File: src/rtl/flash_loader_pkg.sv
// Shared widths and system-level defaults for the boot loader and its RAM/flash neighbours.
package flash_loader_pkg;
    localparam int REG_W        = 16;
    localparam int FLASH_ADDR_W = 22;
    localparam int IDX_W        = 16;
    localparam int LOADER_WORDS = 512;

    typedef logic [REG_W-1:0] reg_value_t;
endpackage

File: src/rtl/flash_loader_wait_cnt.sv
// Loadable down-counter with zero flag, timing the flash read and RAM write dwells.
// Latency: zero reflects the registered count; no backpressure, load wins over dec.
// Saturates at zero so a stray dec can never wrap.
module loader_wait_cnt #(
    parameter int             W       = 16,
    parameter logic [W-1:0]   RST_VAL = '0
) (
    input  logic         clk,
    input  logic         rst,
    input  logic         load,
    input  logic [W-1:0] load_val,
    input  logic         dec,
    output logic         zero
);
    logic [W-1:0] cnt_q, cnt_d;

    always_comb begin
        cnt_d = cnt_q;
        if (load) begin
            cnt_d = load_val;
        end else if (dec && (cnt_q != '0)) begin
            cnt_d = cnt_q - 1'b1;
        end
    end

    always_ff @(posedge clk or negedge rst) begin
        if (!rst) begin
            cnt_q <= RST_VAL;
        end else begin
            cnt_q <= cnt_d;
        end
    end

    assign zero = (cnt_q == '0);
endmodule

File: src/rtl/flash_loader.sv
// Boot loader copying WORDS flash words into RAM; FLASH_LOADER_CHECKSUM_EN adds a running sum.
// Latency: READ_WAIT + WRITE_WAIT + 2 cycles per word, WORDS of them before done.
// No backpressure: flash and RAM are assumed ready within the fixed wait windows.
module flash_loader
    import flash_loader_pkg::*;
#(
    parameter int unsigned WORDS      = LOADER_WORDS,
    parameter int unsigned READ_WAIT  = 4,
    parameter int unsigned WRITE_WAIT = 2
) (
    input  logic                    clk,
    input  logic                    rst,
    input  reg_value_t              flash_data,
    output logic [FLASH_ADDR_W-1:0] flash_addr,
    output logic                    flash_ce_n,
    output logic                    flash_oe_n,
    output logic                    initializing,
    output reg_value_t              init_addr,
    output reg_value_t              init_data,
    output logic                    ram_we_n,
    output logic                    done,
    output reg_value_t              checksum
);
    localparam logic [2:0] S_READ  = 3'd0;
    localparam logic [2:0] S_SETUP = 3'd1;
    localparam logic [2:0] S_WE    = 3'd2;
    localparam logic [2:0] S_HOLD  = 3'd3;
    localparam logic [2:0] S_DONE  = 3'd4;

    localparam logic [IDX_W-1:0] RD_LOAD  = IDX_W'(READ_WAIT - 1);
    localparam logic [IDX_W-1:0] WR_LOAD  = IDX_W'(WRITE_WAIT - 1);
    localparam logic [IDX_W-1:0] LAST_IDX = IDX_W'(WORDS - 1);

    logic [2:0]       state_q, state_d;
    logic [IDX_W-1:0] word_idx_q, word_idx_d;
    reg_value_t       init_data_q, init_data_d;
    logic             cnt_load, cnt_dec, cnt_zero;
    logic [IDX_W-1:0] cnt_val;

    // Counter resets to the read dwell so the first word starts without an extra cycle.
    loader_wait_cnt #(.W(IDX_W), .RST_VAL(RD_LOAD)) u_wait_cnt (
        .clk      (clk),
        .rst      (rst),
        .load     (cnt_load),
        .load_val (cnt_val),
        .dec      (cnt_dec),
        .zero     (cnt_zero)
    );

    always_ff @(posedge clk or negedge rst) begin
        if (!rst) begin
            state_q     <= S_READ;
            word_idx_q  <= '0;
            init_data_q <= '0;
        end else begin
            state_q     <= state_d;
            word_idx_q  <= word_idx_d;
            init_data_q <= init_data_d;
        end
    end

    always_comb begin
        state_d     = state_q;
        word_idx_d  = word_idx_q;
        init_data_d = init_data_q;
        cnt_load    = 1'b0;
        cnt_val     = RD_LOAD;
        cnt_dec     = 1'b0;
        case (state_q)
            S_READ: begin
                if (cnt_zero) begin
                    init_data_d = flash_data;
                    state_d     = S_SETUP;
                end else begin
                    cnt_dec = 1'b1;
                end
            end
            S_SETUP: begin
                cnt_load = 1'b1;
                cnt_val  = WR_LOAD;
                state_d  = S_WE;
            end
            S_WE: begin
                if (cnt_zero) begin
                    state_d = S_HOLD;
                end else begin
                    cnt_dec = 1'b1;
                end
            end
            S_HOLD: begin
                if (word_idx_q == LAST_IDX) begin
                    state_d = S_DONE;
                end else begin
                    word_idx_d = word_idx_q + 1'b1;
                    cnt_load   = 1'b1;
                    cnt_val    = RD_LOAD;
                    state_d    = S_READ;
                end
            end
            S_DONE:  state_d = S_DONE;
            default: state_d = S_READ;
        endcase
    end

    always_comb begin
        flash_ce_n   = 1'b0;
        flash_oe_n   = 1'b1;
        ram_we_n     = 1'b1;
        initializing = 1'b1;
        done         = 1'b0;
        case (state_q)
            S_READ: flash_oe_n = 1'b0;
            S_WE:   ram_we_n   = 1'b0;
            S_DONE: begin
                flash_ce_n   = 1'b1;
                initializing = 1'b0;
                done         = 1'b1;
            end
            default: ;
        endcase
        // Reset state decodes as S_READ, so the flash enables are forced off while rst is low.
        if (!rst) begin
            flash_ce_n = 1'b1;
            flash_oe_n = 1'b1;
        end
    end

    assign flash_addr = {{(FLASH_ADDR_W-IDX_W){1'b0}}, word_idx_q};
    assign init_addr  = word_idx_q;
    assign init_data  = init_data_q;

`ifdef FLASH_LOADER_CHECKSUM_EN
    reg_value_t checksum_q, checksum_d;

    always_comb begin
        checksum_d = checksum_q;
        if (state_q == S_HOLD) begin
            checksum_d = checksum_q + init_data_q;
        end
    end

    always_ff @(posedge clk or negedge rst) begin
        if (!rst) begin
            checksum_q <= '0;
        end else begin
            checksum_q <= checksum_d;
        end
    end

    assign checksum = checksum_q;
`else
    assign checksum = '0;
`endif
endmodule

File: config.mk
export PLATFORM = sky130hd
export DESIGN_NAME = flash_loader
export DESIGN_NICKNAME = d
export VERILOG_FILES = /design/src/rtl/flash_loader_pkg.sv /design/src/rtl/flash_loader_wait_cnt.sv /design/src/rtl/flash_loader.sv
export SDC_FILE = /design/constraint.sdc
export NUM_CORES = 1
export LEC_CHECK = 0
export ABC_AREA = 1
export CAP_MARGIN = 40
export CELL_PAD_IN_SITES_DETAIL_PLACEMENT = 1
export CELL_PAD_IN_SITES_GLOBAL_PLACEMENT = 2
export CORE_MARGIN = 8
export CORE_UTILIZATION = 24
export CTS_CLUSTER_SIZE = 20
export DETAILED_ROUTE_END_ITERATION = 10
export PLACE_DENSITY = 0.74
export SETUP_SLACK_MARGIN = 0.05
export SYNTH_ARGS = -nofsm -noshare
export SYNTH_HDL_FRONTEND = slang
export SYNTH_SLANG_ARGS = --single-unit
File: constraint.sdc
create_clock -name clk -period 1.45 [get_ports clk]
set_input_delay 0.29 -clock clk [delete_from_list [all_inputs] [get_ports clk]]
set_output_delay 0.29 -clock clk [all_outputs]
set_load 0.005 [all_outputs]
* Yosys cells after proc, flatten, opt, wreduce, memory -nomap -nowiden *
Cells that the tools add are included.

word-level totals
  bits in latches = 0
  word-level logic and storage cells = 40
  output and inout bits = 75
  input bits = 18
  register bits = 51
  memories kept = 0
  memory bits (read-only) = 0
  RAM bits = 0

cells by class
  add/sub/neg operators = 2
  shifts and indexed selects = 0
  multiplexer cells = 17
  magnitude comparators = 0
  bitwise operators = 1
  reduce and logical (&&, ||, !) cells = 9
  multipliers = 0
  divide/modulo/power cells = 0
  eq/ne operators = 7

operators by type and width
  cell                     count
  $mux W16                 2
  $add A16 B1 Y16 const B  1
  $eq A16 B9 Y1 const B    1
  $logic_not A16 Y1        1
  $reduce_bool A16 Y1      1
  $sub A16 B1 Y16 const B  1
  $pmux W3 S5              1
  $mux W1                  9
  $mux W3                  3
  $eq A3 B2 Y1 const B     2
  $reduce_and A2 Y1        3
  $ne A2 B2 Y1 const B     2
  $eq A3 B1 Y1 const B     1
  $eq A3 B3 Y1 const B     1
  $logic_not A3 Y1         1
  $mux W2                  1
  $pmux W1 S2              1
  $reduce_bool A2 Y1       1
  $reduce_or A2 Y1         1
  $logic_and A1 B1 Y1      1
  $not A1 Y1               1

* Depth between registers and ports, before layout *
  depth after elaboration = 6
  depth in mapped cells = 10

* By module *
Synthesis repeated with hierarchy kept, for this count alone.

unflattened totals
  cell total of the unflattened synthesis = 463
  area, all modules = 3,363.2 um2

modules (own cells, without submodules)
  module           instances  cells each  area each (um2)
  flash_loader     1          280         2,105.8
  loader_wait_cnt  1          183         1,257.5

* Worst setup path after synthesis *
OpenSTA, ideal clock, no wires.

  path kind = register to register
  start point = register u_wait_cnt.cnt_q[0]
  end point = register u_wait_cnt.cnt_q[6]
  path slack = -0.135 ns
  arrival time = 1.519 ns
  library setup time = 0.065 ns
  data required time = 1.385 ns
  path buffers = 1
  stages on the path, launching flop included = 11
  cell sequence = dfstp_2 > inv_1 > ha_1 > nand2_2 > nor2_4 > nand2_4 > nand2_4 > inv_1 > buf_2 > nand3b_1 > nand2_1

on the way
  cells in the longest elaborated chain, start to end = 5
  elaborated cells between the ends (all ways) = 9

ends and longest elaborated chain
  element                                                  line                         text
  start: declaration                                       flash_loader_wait_cnt.sv:15  logic [W-1:0] cnt_q, cnt_d;
  start signal: assignment                                 flash_loader_wait_cnt.sv:30  cnt_q <= cnt_d;
  branches (longest 5 deep; another with $sub A16 B1 Y16)  -

Several ways; the timed one is not identified. The select of a mux whose other input is x is not followed.
A chain may end at the register's enable or synchronous reset.

* Worst setup path in the final report *
  start point = register word_idx_q[0], in the netlist init_addr[0]
  end point = register u_wait_cnt.cnt_q[3]

on the way
  cells in the longest elaborated chain, start to end = 4
  elaborated cells between the ends (all ways) = 5

ends and longest elaborated chain
  element                                                line                text
  start: declaration                                     flash_loader.sv:35  logic [IDX_W-1:0] word_idx_q, word_idx_d;
  start signal: assignment                               flash_loader.sv:57  word_idx_q <= word_idx_d;
  $eq A16 B9 Y1 *                                        flash_loader.sv:91  if (word_idx_q == LAST_IDX) begin
  $mux W1 *                                              flash_loader.sv:91
  $pmux W1 S2 *                                          flash_loader.sv:69  case (state_q)
  $mux W16 / $reduce_bool A2 Y1 (equally long branches)  -

Mark *: on every way between the ends. The rest lies on a longest branch, timed or not.

==> qor.csv <==
stage,metric,value,unit
routing,vias per inst,4.31,
finish,count of filler cells inserted in the layout,1594,
floorplanning,Die H,132,um
power_and_ir_drop,part of the power in registers,48.2,%
setup_path,worst setup path startpoint,init_addr[0],
finish,share of cells above drive strength 1,45.2,%
setup_path,Crit path required time,1.64,ns
sta,Final period util,107,%
clock_tree,Num CTS Buffers,5,
outcome,outcome,"complete, but fails checks",
sta,Slew @ Worst Pin,0.539,ns
finish,"Cell Count, Final, Fillers Out",776,
worst_hold_path,Hold Crit Class,in -> async,
finish,Final Util,42.8,%
sta,Max-slew headroom,64.1,%
finish,"Area growth, synth to finish",75.5,%
routing,Iter 0 DRT Violations,86,
setup_path,CP max FO,6,
clock_tree,clock root buffer,clkbuf_16,
global_routing,first-pass GRT wire length,18500,um
clock_tree,Sink Count,51,
floorplanning,IO Pins,93,
sta,max-slew violation count,0,
clock_tree,Clock Latency Late Sink,0.30,ns
finish,"leading cell type in the layout, fill and taps excluded",nand2_1,
power_and_ir_drop,Clock power frac,46.6,%
finish,final net count,619,
sta,Max Freq,644,MHz
setup_path,reg2reg start,init_addr[0],
global_routing,pin count of the biggest net entering global routing,40,
finish,Register Area,0.00128,mm2
place,HPWL after DPL,7930,um
place,GP Congestion,0.784,
power_and_ir_drop,maximum vdd drop,0.380,mV
synth,yosys warns,0,
finish,area of the multi-input gates,0.00209,mm2
finish,n_diodes,0,
power_and_ir_drop,Leak,2.83,nW
power_and_ir_drop,Logic pwr share,5.3,%
clock_tree,CTS tree,yes,
routing,1st-pass router iterations,4,
clock_tree,clock buffer depth,2,
sta,setup violators final,38,
global_routing,gr ovfl total,0,
floorplanning,Die ar.,0.0173,mm2
synth,"FF+latch count, synth",51,
setup_path,WS Path Type,reg -> reg,
global_routing,initial antenna violation count,0,
sta,Setup Skew,0.00823,ns
run,max cap viols,0,
synth,Synth Instances,430,
synth,Mean Syn Cell Area,7.46,um2
synth,Synth cell types,30,
sta,setup TNS,-2.02,ns
synth,dominant cells by area after synthesis,"dfrtp_1 38%, nand2_1 16%, buf_4 9.1%",
routing,DRC Markers,0,
sta,"Hold Vio Cnt, Final",0,
floorplanning,Starting Density,24.4,%
setup_path,FF-to-FF path depth,10,
power_and_ir_drop,Sw Ratio,22.4,%
sta,min Tclk post-route,1.55,ns
place,PortBufs,70,
power_and_ir_drop,pwr/cell area,537,mW/mm2
power_and_ir_drop,Pint,2.35,mW
clock_tree,"CTS clk-pin slew, worst paths",0.07,ns
routing,post-route ant nets,0,
clock_tree,Post-CTS Hold Buffers,0,
global_routing,GRT Overall Usage,12.8,%
sta,post-layout worst setup margin,-0.102,ns
setup_path,CP arrival,1.74,ns
routing,Routed WL,11400,um
floorplanning,Core ar.,0.0131,mm2
setup_path,R2R Setup Slk,-0.10,ns
synth,Synth area leader,dfrtp_1,
synth,mapped cell area,0.00321,mm2
synth,register area share after synthesis,39.9,%
synth,Yosys top cell area share,38.2,%
setup_path,CP Launch Type,flop,
floorplanning,die width,132,um
finish,most frequent cells in the layout,"98 x nand2_1, 74 x buf_4, 48 x dfrtp_1",
setup_path,Worst Setup End Kind,flop,
sta,unrepaired setup endpoints after global routing,yes,
clock_tree,htree depth,2,
power_and_ir_drop,NetSw,0.677,mW
routing,wire per inst,14.7,um
place,Inst Count DP,722,
routing,via count,3345,
outcome,failing checks,negative setup slack,
setup_path,reg-to-reg endpoint,u_wait_cnt.cnt_q[3],
global_routing,number of global-route vias before repair,3673,
floorplanning,Cell Rows,42,
==> kinds of logic (layout without fill, tap and decap cells) <==
logic type,Yosys count,in the layout,synth area share [%]
simple gates,268,269,37.4
buf+inv,81,229,15.3
flops,51,51,39.9
xor+xnor,17,17,4.64
compound gates,10,10,1.87
fa+ha+maj,2,2,0.780
other cells,1,22,0.117
==> sequential cells by signal, indices dropped and copies added, names as in the netlist <==
signal / flops
state_q: 3
init_data: 16
u_wait_cnt.cnt_q: 16
init_addr: 16
==> timing repair <==
item	in CTS	in global routing
setup buffers	26	19
resized for setup	151	138
cloned	5	1
pin swaps	35	56
setup endpoints to repair	101	77
==> worst max-delay path: stages (launching register included) <==
cell and delay, ns:
dfrtp_1 0.40, ha_2 0.21, inv_2 0.07, nor2_4 0.03
and2_4 0.16, nand3_4 0.09, nand2_8 0.09, buf_12 0.15
buf_12 0.12, nand3b_1 0.08, nand2_1 0.05
==> area by class of cell <==
class | instances | area share, %
Inverter | 34 | 2.62
Timing Repair inverter | 1 | 0.200
Clock buffer | 5 | 2.22
Clock inverter | 3 | 0.845
Sequential cell | 51 | 22.7
Multi-Input combinational cell | 320 | 37.2
Tap cell | 176 | 3.91
Timing Repair Buffer | 186 | 30.3
==> worst max-delay path by stage <==
stage	endpoint	slack (ns)	cells past startpoint
6_report	u_wait_cnt.cnt_q[3]	-0.10	10
5_1_grt	u_wait_cnt.cnt_q[5]	-0.18	10
4_1_cts	u_wait_cnt.cnt_q[3]	-0.09	10
3_5_place_dp	u_wait_cnt.cnt_q[15]	-0.09	9
3_3_place_gp	init_data[12]	-0.06	8
2_1_floorplan	init_addr[13]	-0.04	10
==> synthesized netlist by cell type <==
master / n
inv_2: 3
buf_4: 39
inv_1: 30
conb_1: 1
nor3_1: 4
nand2_1: 138
nand2_2: 3
nor2_8: 1
nor2_1: 48
buf_2: 2
clkinv_1: 1
ha_1: 2
nor3b_1: 1
xor2_1: 13
buf_6: 5
and2_2: 1
nand3b_1: 5
dfrtp_1: 49
nand3_1: 50
o21ai_2: 2
nand3_2: 1
xnor2_1: 4
nor2_4: 2
o21ai_0: 7
clkbuf_1: 1
o31ai_1: 1
nand2_4: 4
nor2_2: 6
nand4_1: 4
dfstp_2: 2
==> through the flow <==
stage / hold slack, ns / cell area [um2] / total power, mW / setup WS [ns]
after global routing: 0.0661 / 5630 / 3.14 / -0.185
final: 0.0504 / 5630 / 3.02 / -0.102
after global placement: 0.368 / 4510 / 1.65 / -0.0578
after detailed placement: 0.356 / 4510 / 1.66 / -0.0932
after floorplan: -0.00559 / 3400 / 1.56 / -0.0393
after CTS: 0.0396 / 5190 / 3.07 / -0.0925
==> routing by layer <==
metal  part of all wire [%]  global-route usage [%]
met4                   0.94                    2.68
met1                     43                    15.1
met5                      0                       0
met3                    4.1                    3.28
met2                     52                    22.8
==> power by group through the flow <==
stage / clock network (mW) / logic, mW / registers (mW)
5_1_grt: 1.50 / 0.178 / 1.46
2_1_floorplan: 0 / 0.0725 / 1.49
3_5_place_dp: 0 / 0.169 / 1.49
4_1_cts: 1.46 / 0.160 / 1.46
6_report: 1.41 / 0.159 / 1.46
3_3_place_gp: 0 / 0.169 / 1.48
(Power assumes the default switching activity.)
